### src/rtl/otp_ctrl_prog_arb.sv
// OTP programming arbiter: shares one OTP macro interface between the
// lifecycle interface (port 0) and the direct access interface (port 1).
// At most one macro transaction is in flight; ties are broken round-robin.
// Widths mirror the OTP controller packages: size 2b, interface word 64b,
// halfword address 10b, scramble block 64b, lc_tx_t 4b, cmd/err 3b.
module otp_ctrl_prog_arb (
    input  logic             clk_i,
    input  logic             rst_ni,
    input  logic [3:0]       escalate_en_i,
    // per-port request bundles (index 0 = LCI, index 1 = DAI)
    input  logic [1:0]       req_i,
    input  logic [1:0][2:0]  cmd_i,
    input  logic [1:0][1:0]  size_i,
    input  logic [1:0][63:0] wdata_i,
    input  logic [1:0][9:0]  addr_i,
    output logic [1:0]       gnt_o,
    output logic [1:0]       rvalid_o,
    output logic [63:0]      rdata_o,
    output logic [2:0]       err_o,
    // macro request bundle
    output logic             otp_req_o,
    output logic [2:0]       otp_cmd_o,
    output logic [1:0]       otp_size_o,
    output logic [63:0]      otp_wdata_o,
    output logic [9:0]       otp_addr_o,
    // macro response
    input  logic             otp_gnt_i,
    input  logic             otp_rvalid_i,
    input  logic [63:0]      otp_rdata_i,
    input  logic [2:0]       otp_err_i,
    output logic             fsm_err_o,
    output logic             idle_o
);

    // lc_tx_t "Off"; any other value counts as escalation (loose true)
    localparam logic [3:0] LcTxOff = 4'b1010;
    localparam logic [2:0] CmdRead = 3'h0;
    localparam logic [2:0] ErrNone = 3'h0;

    // Sparse encoding, pairwise Hamming distance >= 5: each state is a 2-bit
    // code with every bit repeated five times, XORed with a fixed mask so no
    // state is all-zeros or all-ones.
    typedef enum logic [9:0] {
        IdleSt    = 10'b1011001101,
        WaitGntSt = 10'b1011010010,
        WaitRspSt = 10'b0100101101,
        ErrorSt   = 10'b0100110010
    } state_e;

    state_e state_d, state_q;
    logic   owner_d, owner_q;   // port owning the outstanding transaction
    logic   ptr_d, ptr_q;       // port preferred on the next tie
    logic   fwd_en;             // forward a request bundle to the macro
    logic   fwd_sel;            // which port's bundle is forwarded
    logic   winner;             // arbitration result in IdleSt
    logic   escalate;

    // Next-state, arbitration and per-port response decode
    always_comb begin
        // NOTE: every output of this block gets a default first, otherwise a
        // path that skips an assignment would infer a latch.
        state_d   = state_q;
        owner_d   = owner_q;
        ptr_d     = ptr_q;
        fwd_en    = 1'b0;
        fwd_sel   = owner_q;
        gnt_o     = '0;
        rvalid_o  = '0;
        rdata_o   = '0;
        err_o     = ErrNone;
        fsm_err_o = 1'b0;
        idle_o    = 1'b0;

        // Port 1 wins when it is the sole requester, or on a tie when the
        // pointer prefers it; otherwise port 0 wins.
        winner   = req_i[1] & (~req_i[0] | ptr_q);
        escalate = (escalate_en_i != LcTxOff);

        case (state_q)
            IdleSt: begin
                idle_o = ~|req_i;
                if (otp_rvalid_i) begin
                    // Response with nothing outstanding: protocol violation.
                    state_d   = ErrorSt;
                    fsm_err_o = 1'b1;
                end else if (|req_i) begin
                    fwd_en  = 1'b1;
                    fwd_sel = winner;
                    owner_d = winner;
                    if (otp_gnt_i) begin
                        gnt_o[winner] = 1'b1;
                        ptr_d         = ~winner;
                        state_d       = WaitRspSt;
                    end else begin
                        state_d = WaitGntSt;
                    end
                end
            end
            WaitGntSt: begin
                if (otp_rvalid_i || !req_i[owner_q]) begin
                    // Early response or owner withdrew its held request.
                    state_d   = ErrorSt;
                    fsm_err_o = 1'b1;
                end else begin
                    fwd_en = 1'b1;
                    if (otp_gnt_i) begin
                        gnt_o[owner_q] = 1'b1;
                        ptr_d          = ~owner_q;
                        state_d        = WaitRspSt;
                    end
                end
            end
            WaitRspSt: begin
                if (otp_rvalid_i) begin
                    rvalid_o[owner_q] = 1'b1;
                    rdata_o           = otp_rdata_i;
                    err_o             = otp_err_i;
                    state_d           = IdleSt;
                end
            end
            ErrorSt: begin
                // Terminal: everything stays quiet until reset.
            end
            default: begin
                state_d   = ErrorSt;
                fsm_err_o = 1'b1;
            end
        endcase

        // Escalation wins over anything decoded above, including a
        // coincident grant or response.
        if (escalate) begin
            state_d   = ErrorSt;
            fsm_err_o = 1'b1;
            fwd_en    = 1'b0;
            gnt_o     = '0;
            rvalid_o  = '0;
            rdata_o   = '0;
            err_o     = ErrNone;
            idle_o    = 1'b0;
        end

        // While reset is asserted the outputs show their reset values
        // immediately, even if a port is still holding its request.
        if (!rst_ni) begin
            fwd_en    = 1'b0;
            gnt_o     = '0;
            rvalid_o  = '0;
            rdata_o   = '0;
            err_o     = ErrNone;
            fsm_err_o = 1'b0;
            idle_o    = 1'b1;
        end
    end

    // Forward the selected bundle; a quiet bus reads as a zero Read command
    always_comb begin
        otp_req_o   = fwd_en;
        otp_cmd_o   = CmdRead;
        otp_size_o  = '0;
        otp_wdata_o = '0;
        otp_addr_o  = '0;
        if (fwd_en) begin
            otp_cmd_o   = cmd_i[fwd_sel];
            otp_size_o  = size_i[fwd_sel];
            otp_wdata_o = wdata_i[fwd_sel];
            otp_addr_o  = addr_i[fwd_sel];
        end
    end

    // State, owner and round-robin pointer registers
    always_ff @(posedge clk_i or negedge rst_ni) begin
        // NOTE: non-blocking assignments here so every register samples the
        // values from before this edge, independent of statement order.
        if (!rst_ni) begin
            state_q <= IdleSt;
            owner_q <= 1'b0;
            ptr_q   <= 1'b0;
        end else begin
            state_q <= state_d;
            owner_q <= owner_d;
            ptr_q   <= ptr_d;
        end
    end

endmodule

### config.mk
export PLATFORM = sky130hd
export DESIGN_NAME = otp_ctrl_prog_arb
export DESIGN_NICKNAME = d
export VERILOG_FILES = /design/src/rtl/otp_ctrl_prog_arb.sv
export SDC_FILE = /design/constraint.sdc
export NUM_CORES = 1
export LEC_CHECK = 0
export ABC_AREA = 0
export CORE_AREA = 2 2 150 152
export DETAILED_ROUTE_END_ITERATION = 10
export DIE_AREA = 0 0 152 154
export PLACE_DENSITY = 0.58
export SYNTH_ARGS = -nofsm -noshare
export SYNTH_HDL_FRONTEND = slang
export SYNTH_SLANG_ARGS = --single-unit
### constraint.sdc
create_clock -name clk_i -period 2 [get_ports clk_i]
set_input_delay 0.4 -clock clk_i [delete_from_list [all_inputs] [get_ports clk_i]]
set_output_delay 0.4 -clock clk_i [all_outputs]
set_load 0.1 [all_outputs]
Word level (Yosys, flattened, before mapping) --
Cells that the tools add are included.
Cells by class: $lt $le $gt $ge 5, equal/unequal tests 14, multiplexer cells 69, bitwise operators 5, reduce and logical (&&, ||, !) cells 10
Operators by type and width (number):
- $mux 64 | 7
- $mux 10 | 10
- $pmux 10 s4 | 1
- $mux 2 | 14
- $mux 1 | 24
- $mux 3 | 7
- $eq 10x10->1 const B | 2
- $eq 10x9->1 const B | 2
- $ne 2x2->1 const B | 6
- $ne 4x4->1 const B | 3
- $lt 1x2->1 const B | 3
- $reduce_and 6->1 | 1
- $pmux 1 s2 | 2
- $pmux 2 s2 | 1
- $reduce_and 4->1 | 1
- $reduce_or 2->1 | 2
- $ne 3x3->1 const B | 1
- $not 1->1 | 3
- $pmux 1 s3 | 1
- $demux 1 s1 | 2
- $ge 1x1->1 const B | 2
- $logic_and 1x1->1 | 2
- $logic_not 1->1 | 2
- $reduce_bool 2->1 | 1
- other kinds (3) | 3
Storage, ports and cells: register bits 12, input bits 235, output and inout bits 153, word-level logic and storage cells 106

Logic depth before layout (Yosys ltp) --
depth after elaboration 13, gate-level depth with buffers 8

Worst setup path before layout --
OpenSTA, ideal clock, no wires.
path type register to output, from reg state_q[7], to out otp_addr_o[0], data arrival time 3128 ps, setup slack -1528 ps, stages on the path, launching flop included 6, cell sequence dfstp_2 > or3b_4 > o31ai_4 > buf_6 > nand3_1 > a21oi_1
Between the ends: cells in the longest elaborated chain, start to end 5, elaborated cells on any way between the ends 9, those cells by class eq/ne (2); mux (7)
Ends and longest elaborated chain:
- start, declared | line 50 | state_e state_d, state_q;
- start signal, assigned | line 176 | state_q <= IdleSt;
- start signal, assigned | line 180 | state_q <= state_d;
- $eq 10x10->1 | line 79 | case (state_q)
- $pmux 1 s2 or $mux 1 (tied branches) | line 79
- $mux 1 or $mux 10 (tied branches) | line 132, 167
- $mux 1 or $mux 10 (tied branches) | line 145, 167
- $mux 10 (*) | line 163 | if (fwd_en) begin
- end, declared | line 25 | output logic [9:0] otp_addr_o,
Every way passes the cells marked *; elsewhere a longest branch is shown, timed or not. The select of a mux whose other input is x is not followed.

Worst setup path after layout --
from reg state_q[7], to out otp_wdata_o[63]
Between the ends: cells in the longest elaborated chain, start to end 5, elaborated cells on any way between the ends 9, those cells by class eq/ne (2); mux (7)
Ends and longest elaborated chain:
- $eq 10x10->1 | line 79
- $pmux 1 s2 or $mux 1 (tied branches) | line 79
- $mux 1 or $mux 64 (tied branches) | line 132, 166
- $mux 1 or $mux 64 (tied branches) | line 145, 166
- $mux 64 (*) | line 163
- end, declared | line 24 | output logic [63:0] otp_wdata_o,
Marks and branches as above.

==> results <==
## final timing paths
| check | end | cells past startpoint |
|---|---|---|
| max | otp_wdata_o[63] | 7 |
| min | owner_q | 2 |
| max reg2reg | ptr_q | 8 |
| min reg2reg | ptr_q | 3 |
| max in group asynchronous | state_q[7] | 2 |
| min in group clk_i | state_q[7] | 3 |
## Yosys cell counts (all sizes together)
master / n / area [sq um]
nand2: 7 / 26.3
nor3b: 2 / 20.0
a31oi: 1 / 12.5
nor3: 3 / 15.0
or4bb: 1 / 11.3
nand2b: 3 / 18.8
or3b: 1 / 11.3
o32a: 1 / 10.0
or2: 1 / 8.76
o21a: 1 / 7.51
or3: 1 / 6.26
dfrtp: 4 / 100
nand4: 5 / 31.3
o21ai: 83 / 415
a21oi: 82 / 410
and4: 2 / 17.5
mux2: 2 / 22.5
o31ai: 3 / 36.3
o22ai: 1 / 6.26
and3b: 1 / 8.76
nor2b: 4 / 25.0
nor2: 5 / 18.8
and4bb: 2 / 25.0
nor4bb: 1 / 10.0
a311o: 2 / 20.0
and2: 67 / 419
inv: 3 / 11.3
mux2i: 2 / 20.0
o221ai: 1 / 8.76
nand3: 82 / 410
clkbuf: 29 / 110
a21o: 1 / 7.51
dfstp: 2 / 52.6
buf: 21 / 166
xnor2: 1 / 8.76
## worst max-delay path, cell delays in order (launching register included)
cell,delay (ps)
sky130_fd_sc_hd__dfstp_2,530
sky130_fd_sc_hd__or3b_4,390
sky130_fd_sc_hd__o31ai_4,230
sky130_fd_sc_hd__buf_12,180
sky130_fd_sc_hd__buf_16,160
sky130_fd_sc_hd__nand3_1,150
sky130_fd_sc_hd__a21oi_4,190
sky130_fd_sc_hd__buf_12,190
## cells by family (layout without fill, tap and decap cells)
family | count (synthesis) | after routing | share of synthesized area, %
mux | 4 | 4 | 1.69
xor+xnor | 1 | 1 | 0.349
simple gates | 188 | 188 | 43.2
buf+inv | 53 | 506 | 11.5
compound gates | 176 | 176 | 37.2
flops | 6 | 6 | 6.08
## layout make-up
class | count | share of cell area (%)
repair buffers | 500 | 64.6
multi-input cells | 369 | 29.8
well taps | 280 | 3.31
flip-flops and latches | 6 | 1.44
clock buffers | 3 | 0.709
inverters | 3 | 0.142
## per-layer routing
layer	wire length [microns]	vias up	share of wire [%]
met2	10800	234	53
met3	1050	21	5.1
met1	8150	2394	40
li1	-	2451	-
met5	13	-	0.064
met4	301	2	1.5
## through the flow
stage	utilization [%]	hold slack, ps	instance area (sq um)	setup TNS, ps
after global routing	48.8	282	10600	-90220
final	48.8	259	10600	-79280
after global placement	44.1	609	9570	-107250
after floorplan	-	104	3320	-77400
after CTS	47.7	279	10300	-82300
after detailed placement	44.1	613	9570	-107490
## registers in the layout, summed over array words and instances (netlist names)
| register | flops |
|---|---|
| owner_q | 1 |
| state_q | 4 |
| ptr_q | 1 |
## power groups by stage
stage / clock network [mW] / registers [mW] / logic, mW
floorplan: 0 / 0.124 / 0.105
global placement: 0 / 0.124 / 0.601
detailed placement: 0 / 0.124 / 0.607
CTS: 0.338 / 0.122 / 0.622
global route: 0.340 / 0.122 / 0.669
finish: 0.329 / 0.122 / 0.629
## repair_timing
| action | in CTS | in global routing |
|---|---|---|
| pin swaps | 40 | 13 |
| gates cloned | 8 | 4 |
| gates resized for setup | 103 | 39 |
| endpoints found under the setup margin | 156 | 153 |
| buffers inserted | 15 | 8 |
| hold buffers | 0 | 0 |
==> impl_results.html <==
<table>
<tr><th>Metric</th><th>Value</th></tr>
<tr><th colspan="2">Clock tree</th></tr>
<tr><td>TritonCTS buffer count</td><td>3</td></tr>
<tr><td>Buffer cell driving the clock tree root</td><td>sky130_fd_sc_hd__clkbuf_16</td></tr>
<tr><td>Clock Tree Buf Depth</td><td>2</td></tr>
<tr><td>H-Tree Depth</td><td>1</td></tr>
<tr><td>CTS tree</td><td>yes</td></tr>
<tr><td>Clock transition at path regs</td><td>30 ps</td></tr>
<tr><td>Clock sink count</td><td>6</td></tr>
<tr><td>Clock latency at the later pin of the worst-skew pair</td><td>230 ps</td></tr>
<tr><th colspan="2">STA</th></tr>
<tr><td>Clock Skew</td><td>1.46 ps</td></tr>
<tr><td>Max-slew headroom at the worst pin</td><td>74.9%</td></tr>
<tr><td>Unrepaired setup endpoints after global routing</td><td>yes</td></tr>
<tr><td>Worst Tran Pin Value</td><td>372 ps</td></tr>
<tr><td>Final-report max-slew violation count</td><td>0</td></tr>
<tr><td>Fraction of the cycle the final worst path needs</td><td>134%</td></tr>
<tr><td>Final worst slack</td><td>-673 ps</td></tr>
<tr><td>Time the worst path needs with I/O delays and setup</td><td>2670 ps</td></tr>
<tr><td>Final Hold Viols</td><td>0</td></tr>
<tr><td>Timing-limited maximum frequency</td><td>374 MHz</td></tr>
<tr><td>Number of setup violations in the final report</td><td>153</td></tr>
<tr><th colspan="2">Worst setup path</th></tr>
<tr><td>Kind of capture point of the worst setup path</td><td>primary output</td></tr>
<tr><td>Startpoint class of the critical path</td><td>flop</td></tr>
<tr><td>Classification of the worst setup path</td><td>flop to primary output</td></tr>
<tr><td>Maximum fanout along the worst path</td><td>21</td></tr>
<tr><td>Worst Path Required</td><td>1600 ps</td></tr>
<tr><td>R2r startpoint</td><td>state_q[3]</td></tr>
<tr><td>Timing startpoint of the critical path</td><td>state_q[7]</td></tr>
<tr><td>Crit path DAT</td><td>2270 ps</td></tr>
<tr><td>Worst reg2reg setup slack</td><td>110 ps</td></tr>
<tr><th colspan="2">Global route</th></tr>
<tr><td>Pin count of the biggest net entering global routing</td><td>46</td></tr>
<tr><td>Busiest metal layer after global routing</td><td>met2</td></tr>
<tr><td>Global-route wire length before repair</td><td>30.0 mm</td></tr>
<tr><td>GR Layer Usage met2</td><td>29.8%</td></tr>
<tr><td>Total overflow reported by the global router</td><td>0</td></tr>
<tr><td>Total Routing Usage GR</td><td>15.9%</td></tr>
<tr><td>GR Util met3</td><td>2.42%</td></tr>
<tr><td>Via count of the first global-routing pass</td><td>5208</td></tr>
<tr><td>Initial antenna violation count</td><td>1</td></tr>
<tr><td>Met1 capacity usage during global routing</td><td>19.1%</td></tr>
<tr><th colspan="2">Placed design</th></tr>
<tr><td>Routability congestion estimate</td><td>0.841</td></tr>
<tr><td>Worst-case setup slack after placement</td><td>-964 ps</td></tr>
<tr><td>Port buffer count</td><td>387</td></tr>
<tr><td>Half-perimeter wire length after placement</td><td>15.8 mm</td></tr>
<tr><td>Placed Instances</td><td>1128</td></tr>
<tr><th colspan="2">Yosys</th></tr>
<tr><td>Total of flip-flops plus latches after synthesis</td><td>6</td></tr>
<tr><td>Avg Synthesized Cell Area</td><td>5.86 sq um</td></tr>
<tr><td>Sequential share of the synthesized area</td><td>6.08%</td></tr>
<tr><td>Post-Syn Nets</td><td>663</td></tr>
<tr><td>Synth warnings</td><td>0</td></tr>
<tr><td>Number of instances in the synthesized netlist</td><td>428</td></tr>
<tr><td>Number of distinct library cells after synthesis</td><td>40</td></tr>
<tr><td>Post-synthesis instance area</td><td>2510 sq um</td></tr>
<tr><th colspan="2">Routing</th></tr>
<tr><td>Via count</td><td>5102</td></tr>
<tr><td>TritonRoute pass-1 iters</td><td>4</td></tr>
<tr><td>Via density per instance</td><td>4.39</td></tr>
<tr><td>DRT Wirelength</td><td>20.3 mm</td></tr>
<tr><td>Number of design-rule violations left by the first detailed-router iteration</td><td>218</td></tr>
<tr><td>WL per Instance</td><td>17.5 microns</td></tr>
<tr><td>Number of design rule violations left after detail routing</td><td>0</td></tr>
<tr><td>Post-DRT Antenna Nets</td><td>0</td></tr>
<tr><th colspan="2">Run</th></tr>
<tr><td>Number of max-cap violations</td><td>0</td></tr>
<tr><th colspan="2">Power</th></tr>
<tr><td>Net switching power figure</td><td>0.245 mW</td></tr>
<tr><td>Relative contribution of combinational cells to total power</td><td>58.3%</td></tr>
<tr><td>Part of the total power dissipated in sequential elements</td><td>11.3%</td></tr>
<tr><td>Power density of the placed cells</td><td>102 nW/um^2</td></tr>
<tr><td>Internal power</td><td>0.835 mW</td></tr>
<tr><td>Proportion of total power due to net switching</td><td>22.7%</td></tr>
<tr><td>Clock share of power</td><td>30.4%</td></tr>
<tr><td>Total leakage power</td><td>4.04 nW</td></tr>
<tr><td>Worst IR drop on VDD</td><td>0.000178 V</td></tr>
<tr><td>Total power draw</td><td>1.08 mW</td></tr>
<tr><th colspan="2">Floorplan</th></tr>
<tr><td>Area of the die</td><td>23400 sq um</td></tr>
<tr><td>Core Rows</td><td>54</td></tr>
<tr><td>Top-level port count</td><td>388</td></tr>
<tr><td>Effective utilization at floorplan</td><td>11.6%</td></tr>
<tr><td>Die width</td><td>152 microns</td></tr>
<tr><td>Core ar.</td><td>21700 sq um</td></tr>
<tr><td>Y dimension of the die</td><td>154 microns</td></tr>
<tr><th colspan="2">Cells and area</th></tr>
<tr><td>Number of antenna diodes</td><td>0</td></tr>
<tr><td>Non-filler instance count after layout</td><td>1161</td></tr>
<tr><td>Combined area of the multi-input logic cells</td><td>3160 sq um</td></tr>
<tr><td>Share of post-route cells with drive strength above 1</td><td>53.7%</td></tr>
<tr><td>Area delta synth-&gt;final</td><td>322%</td></tr>
<tr><td>Reg area</td><td>153 sq um</td></tr>
<tr><td>Most common library cell in the layout ignoring fill and taps</td><td>sky130_fd_sc_hd__clkdlybuf4s50_1</td></tr>
<tr><td>Most used cells in the layout excluding fill and tap cells</td><td>sky130_fd_sc_hd__clkdlybuf4s50_1 (226), sky130_fd_sc_hd__buf_12 (177), sky130_fd_sc_hd__o21ai_0 (68)</td></tr>
<tr><td>Filler Cell Count</td><td>1944</td></tr>
<tr><td>Layout net count</td><td>1118</td></tr>
<tr><th colspan="2">Min path</th></tr>
<tr><td>Kind of path behind the tightest hold check</td><td>input pin to asynchronous set/reset pin</td></tr>
<tr><th colspan="2">Status</th></tr>
<tr><td>Violations in the final reports</td><td>setup timing</td></tr>
<tr><td>Run status</td><td>finished, violations left</td></tr>
</table>
Note: power is estimated with default switching activity, not from simulation.
